File: config.mk
export PLATFORM = sky130hd
export DESIGN_NAME = mem_arbiter
export DESIGN_NICKNAME = d
export VERILOG_FILES = /design/src/rtl/mem_arbiter.sv
export SDC_FILE = /design/constraint.sdc
export NUM_CORES = 1
export LEC_CHECK = 0
export CAP_MARGIN = 20
export CORE_MARGIN = 4
export CORE_UTILIZATION = 30
export CTS_CLUSTER_SIZE = 8
export DETAILED_ROUTE_END_ITERATION = 10
export GPL_TIMING_DRIVEN = 1
export PLACE_DENSITY = 0.82
export SLEW_MARGIN = 20
export SYNTH_ARGS = -nofsm -noshare
export SYNTH_HDL_FRONTEND = slang
export SYNTH_SLANG_ARGS = --single-unit
File: constraint.sdc
create_clock -name clk -period 2.64 [get_ports clk]
set_clock_uncertainty 0.15 [all_clocks]
set_input_delay 0.264 -clock clk [delete_from_list [all_inputs] [get_ports clk]]
set_output_delay 0.264 -clock clk [all_outputs]
set_load 0.01 [all_outputs]
File: src/rtl/mem_arbiter.sv
// Two-port req/ack arbiter sharing one registered memory command port.
// Define MEM_ARB_RR_EN for round-robin on contention; otherwise port 1 has fixed priority.

package types_pkg;

    typedef logic [31:0] word_t;

    typedef enum logic [2:0] {
        MEM_CTRL_NONE       = 3'd0,
        MEM_CTRL_READ       = 3'd1,
        MEM_CTRL_READ_HALF  = 3'd2,
        MEM_CTRL_READ_BYTE  = 3'd3,
        MEM_CTRL_WRITE      = 3'd4,
        MEM_CTRL_WRITE_HALF = 3'd5,
        MEM_CTRL_WRITE_BYTE = 3'd6
    } mem_ctrl_t;

endpackage

module mem_arbiter
    import types_pkg::*;
(
    input  logic      clk,
    input  logic      rst,

    input  logic      p0_req,
    input  mem_ctrl_t p0_ctrl,
    input  word_t     p0_addr,
    input  word_t     p0_din,
    output word_t     p0_dout,
    output logic      p0_ack,

    input  logic      p1_req,
    input  mem_ctrl_t p1_ctrl,
    input  word_t     p1_addr,
    input  word_t     p1_din,
    output word_t     p1_dout,
    output logic      p1_ack,

    output mem_ctrl_t mem_ctrl,
    output word_t     mem_addr,
    output word_t     mem_din,
    input  word_t     mem_dout
);

    typedef enum logic [1:0] {
        IDLE  = 2'd0,
        ISSUE = 2'd1,
        RESP  = 2'd2
    } state_t;

    state_t    state_q,    state_d;
    logic      grant_q,    grant_d;
    mem_ctrl_t mem_ctrl_q, mem_ctrl_d;
    word_t     mem_addr_q, mem_addr_d;
    word_t     mem_din_q,  mem_din_d;

    logic      pick_valid;
    logic      pick;

    always_ff @(posedge clk or negedge rst) begin
        if (!rst) begin
            state_q    <= IDLE;
            // grant_q doubles as the round-robin last-grant pointer; 1 lets port 0 win first
            grant_q    <= 1'b1;
            mem_ctrl_q <= MEM_CTRL_NONE;
            mem_addr_q <= '0;
            mem_din_q  <= '0;
        end else begin
            state_q    <= state_d;
            grant_q    <= grant_d;
            mem_ctrl_q <= mem_ctrl_d;
            mem_addr_q <= mem_addr_d;
            mem_din_q  <= mem_din_d;
        end
    end

    always_comb begin
        state_d    = state_q;
        grant_d    = grant_q;
        mem_ctrl_d = MEM_CTRL_NONE;
        mem_addr_d = mem_addr_q;
        mem_din_d  = mem_din_q;
        pick_valid = 1'b0;
        pick       = grant_q;
        p0_ack     = 1'b0;
        p1_ack     = 1'b0;
        p0_dout    = '0;
        p1_dout    = '0;

        case (state_q)
            IDLE: begin
                pick_valid = p0_req | p1_req;
                if (p0_req && p1_req) begin
`ifdef MEM_ARB_RR_EN
                    pick = ~grant_q;
`else
                    pick = 1'b1;
`endif
                end else begin
                    pick = p1_req;
                end
            end
            ISSUE: begin
                state_d = RESP;
            end
            RESP: begin
                // the port being acked is masked, so only the other one may be issued
                state_d    = IDLE;
                pick       = ~grant_q;
                pick_valid = grant_q ? p0_req : p1_req;
                p0_ack     = ~grant_q;
                p1_ack     = grant_q;
                p0_dout    = grant_q ? '0 : mem_dout;
                p1_dout    = grant_q ? mem_dout : '0;
            end
            default: begin
                state_d = IDLE;
            end
        endcase

        if (pick_valid) begin
            state_d    = ISSUE;
            grant_d    = pick;
            mem_ctrl_d = pick ? p1_ctrl : p0_ctrl;
            mem_addr_d = pick ? p1_addr : p0_addr;
            mem_din_d  = pick ? p1_din  : p0_din;
        end
    end

    assign mem_ctrl = mem_ctrl_q;
    assign mem_addr = mem_addr_q;
    assign mem_din  = mem_din_q;

endmodule

==> impl_results.md <==
* Finished Layout Cells at 778
* Root buf cell: clkbuf_16
* Clock-pin slew on the worst setup and hold paths at 0.06 ns
* Antenna Nets Post-Route at 0
* Global-route wire length before repair at 20.6 mm
* Max Clock Freq at 395 MHz
* Top cells by area, synth: dfrtp_1, mux2_2, mux2_4, and2_1, buf_6
* Post-Syn Nets at 471
* Setup TNS at 0 ns
* Die area at 15100 sq um
* DR WL/cell at 18.3 um
* Slew @ Worst Pin at 0.924 ns
* Vias/cell at 4.52
* WHS at 0.355 ns
* Detail Placement HPWL at 11.6 mm
* Distinct cells, synth at 20
* Floorplan core area at 12800 sq um
* Row cnt at 41
* Yosys warns at 0
* GP Congestion at 0.902
* RSZ-0062 raised after global routing: false
* VDD IR max at 0.000488 V
* Starting Density at 0.311
* Count leader, synth: mux2_2
* Pwr dens at 1070 nW/um^2
* Ys flop type: dfrtp_1
* Setup Viol. Count Final at 0
* Type of the tightest min-delay check: flip-flop to flip-flop
* Placed Cells incl. Taps at 761
* Vias after detailed routing at 3513
* Register area share after synthesis at 0.442
* Static leakage at 3.05 nW
* Ys async rst share at 1.00
* Nets at 771
* Drc violations at 0
* Initial antenna violation count at 0
* Sink Count at 70
* Post-Syn Area at 3970 sq um
* Crit. End Element: output port
* Clk buf depth at 2
* IO Count at 303
* Crit path max fanout at 33
* Crit share post-route at 0.959
* Slew Limit Fails at 0
* Syn_area_per_cell at 13.2 sq um
* CTS tree: done
* Area grow syn2layout at 90.0%
* Critical path arrival at 2.12 ns
* Crit Path Category: flip-flop to output port
* Synth Register Bits at 70
* Buffers on Ports at 302
* Die Y at 123 um
* Post-synth EDFFs at 0
* TritonCTS Buffers at 9
* Setup Fix Bufs, Post-CTS at 0
* Total power at 8.03 mW
* Status: finished clean
* Vias in the first global route at 3776
* Gr usage total at 0.180
* Crit path required time at 2.23 ns
* Max-cap violation count at 0
* Synth top cells by count: mux2_2, dfrtp_1, and2_1
* Final global-route overflow total at 0
* Largest net degree at the start of global routing at 71
* Cells after synthesis at 301
* First-pass DRT Iterations at 4
* Final min period at 2.53 ns
* CP startpoint kind: flip-flop
* Iter 0 DRT Violations at 106
* Total Wirelength at 14.3 mm
* ANT cells at 0
* Chip width at 123 um
* Final hold vios at 0
* Synth top area share at 0.435
* Max transition margin at 0.384
* Leading area contributor after synthesis: dfrtp_1
* Clock latency at the later pin of the worst-skew pair at 0.32 ns
* Layout cell share with drive strength beyond 1 at 0.259
* H-tree Lvls at 3
[layout make-up]
cell class / count / area (sq um)
tap: 172 / 215
fill: 1025 / 5240
clock buffer: 9 / 225
clock inverter: 7 / 97.6
timing repair buffer: 309 / 3130
sequential: 70 / 1760
multi-input combinational: 211 / 2110
[cells in the final DEF (no fill, tap or decap), types with 2 or more instances in the layout]
cell | Yosys | layout
bufinv_16 | 0 | 2
and2_1 | 64 | 64
buf_6 | 4 | 2
nand2_1 | 2 | 2
mux2_2 | 101 | 101
dfrtp_2 | 0 | 2
clkinvlp_4 | 0 | 2
clkdlybuf4s50_1 | 0 | 301
dfrtp_1 | 69 | 67
nor2b_1 | 5 | 5
mux2_4 | 27 | 27
a21oi_1 | 2 | 2
mux2i_1 | 3 | 3
buf_12 | 0 | 4
clkbuf_16 | 0 | 9
[timing repair]
action / 4_1_cts / 5_1_grt
resized for setup: 1 / 3
endpoints found under the hold margin: 69 / 0
hold buffers: 1 / 0
setup endpoints to repair: 1 / 6
[cell families (layout without fill, tap and decap cells)]
logic type             Yosys count  count (layout)  share of synthesized area
multiplexers                   131             131                      0.396
AND/OR/NAND/NOR                 75              75                      0.120
flip-flops                      70              70                      0.442
buffers and inverters           20             325                     0.0309
AO/OA/AOI/OAI                    5               5                     0.0107
[worst max-delay path: stages (launching register included)]
cell and delay [ns]:
dfstp_2 0.62, and3b_1 0.20, buf_6 0.20, and2_1 0.15
clkdlybuf4s50_1 0.62
[worst paths after layout]
check / from / to / slack (ns) / cells after the start
max reg2reg: grant_q$_DFFE_PN1P_ / mem_addr[14]$_DFFE_PN0P_ / 0.40 / 5
min: mem_addr[22]$_DFFE_PN0P_ / mem_addr[22]$_DFFE_PN0P_ / 0.35 / 1
min reg2reg: mem_addr[22]$_DFFE_PN0P_ / mem_addr[22]$_DFFE_PN0P_ / 0.35 / 1
max in group asynchronous: rst / state_q[0]$_DFFE_PN0P_ / 1.21 / 2
min in group asynchronous: rst / mem_addr[1]$_DFFE_PN0P_ / 0.46 / 2
max: grant_q$_DFFE_PN1P_ / p1_dout[23] / 0.11 / 4
[stage by stage]
step                worst slack, ns  utilization  instance area [sq um]
floorplan                     0.564            -                   3970
global placement              0.290        0.563                   7190
detailed placement            0.239        0.563                   7190
CTS                          0.0493        0.590                   7530
global route                 0.0413        0.590                   7540
finish                        0.108        0.590                   7540
[where the power goes]
part	internal, mW	switching (mW)	total [mW]
Combinational	2.97	1.77	4.74
Clock	0.830	0.477	1.31
Sequential	1.65	0.334	1.99
Total	5.45	2.58	8.03
[registers in the layout, summed over array words and instances, names as in the netlist]
register	flops
mem_addr	32
grant_q	1
mem_din	32
mem_ctrl	3
state_q	2
[routing by layer]
metal,global-route usage,routed length (um),vias up
li1,-,-,1646
met1,0.176,4660,1663
met2,0.342,7750,182
met3,0.0581,1380,22
met4,0.0844,464,0
met5,0,0,-
Note: power is estimated with default switching activity, not from simulation.
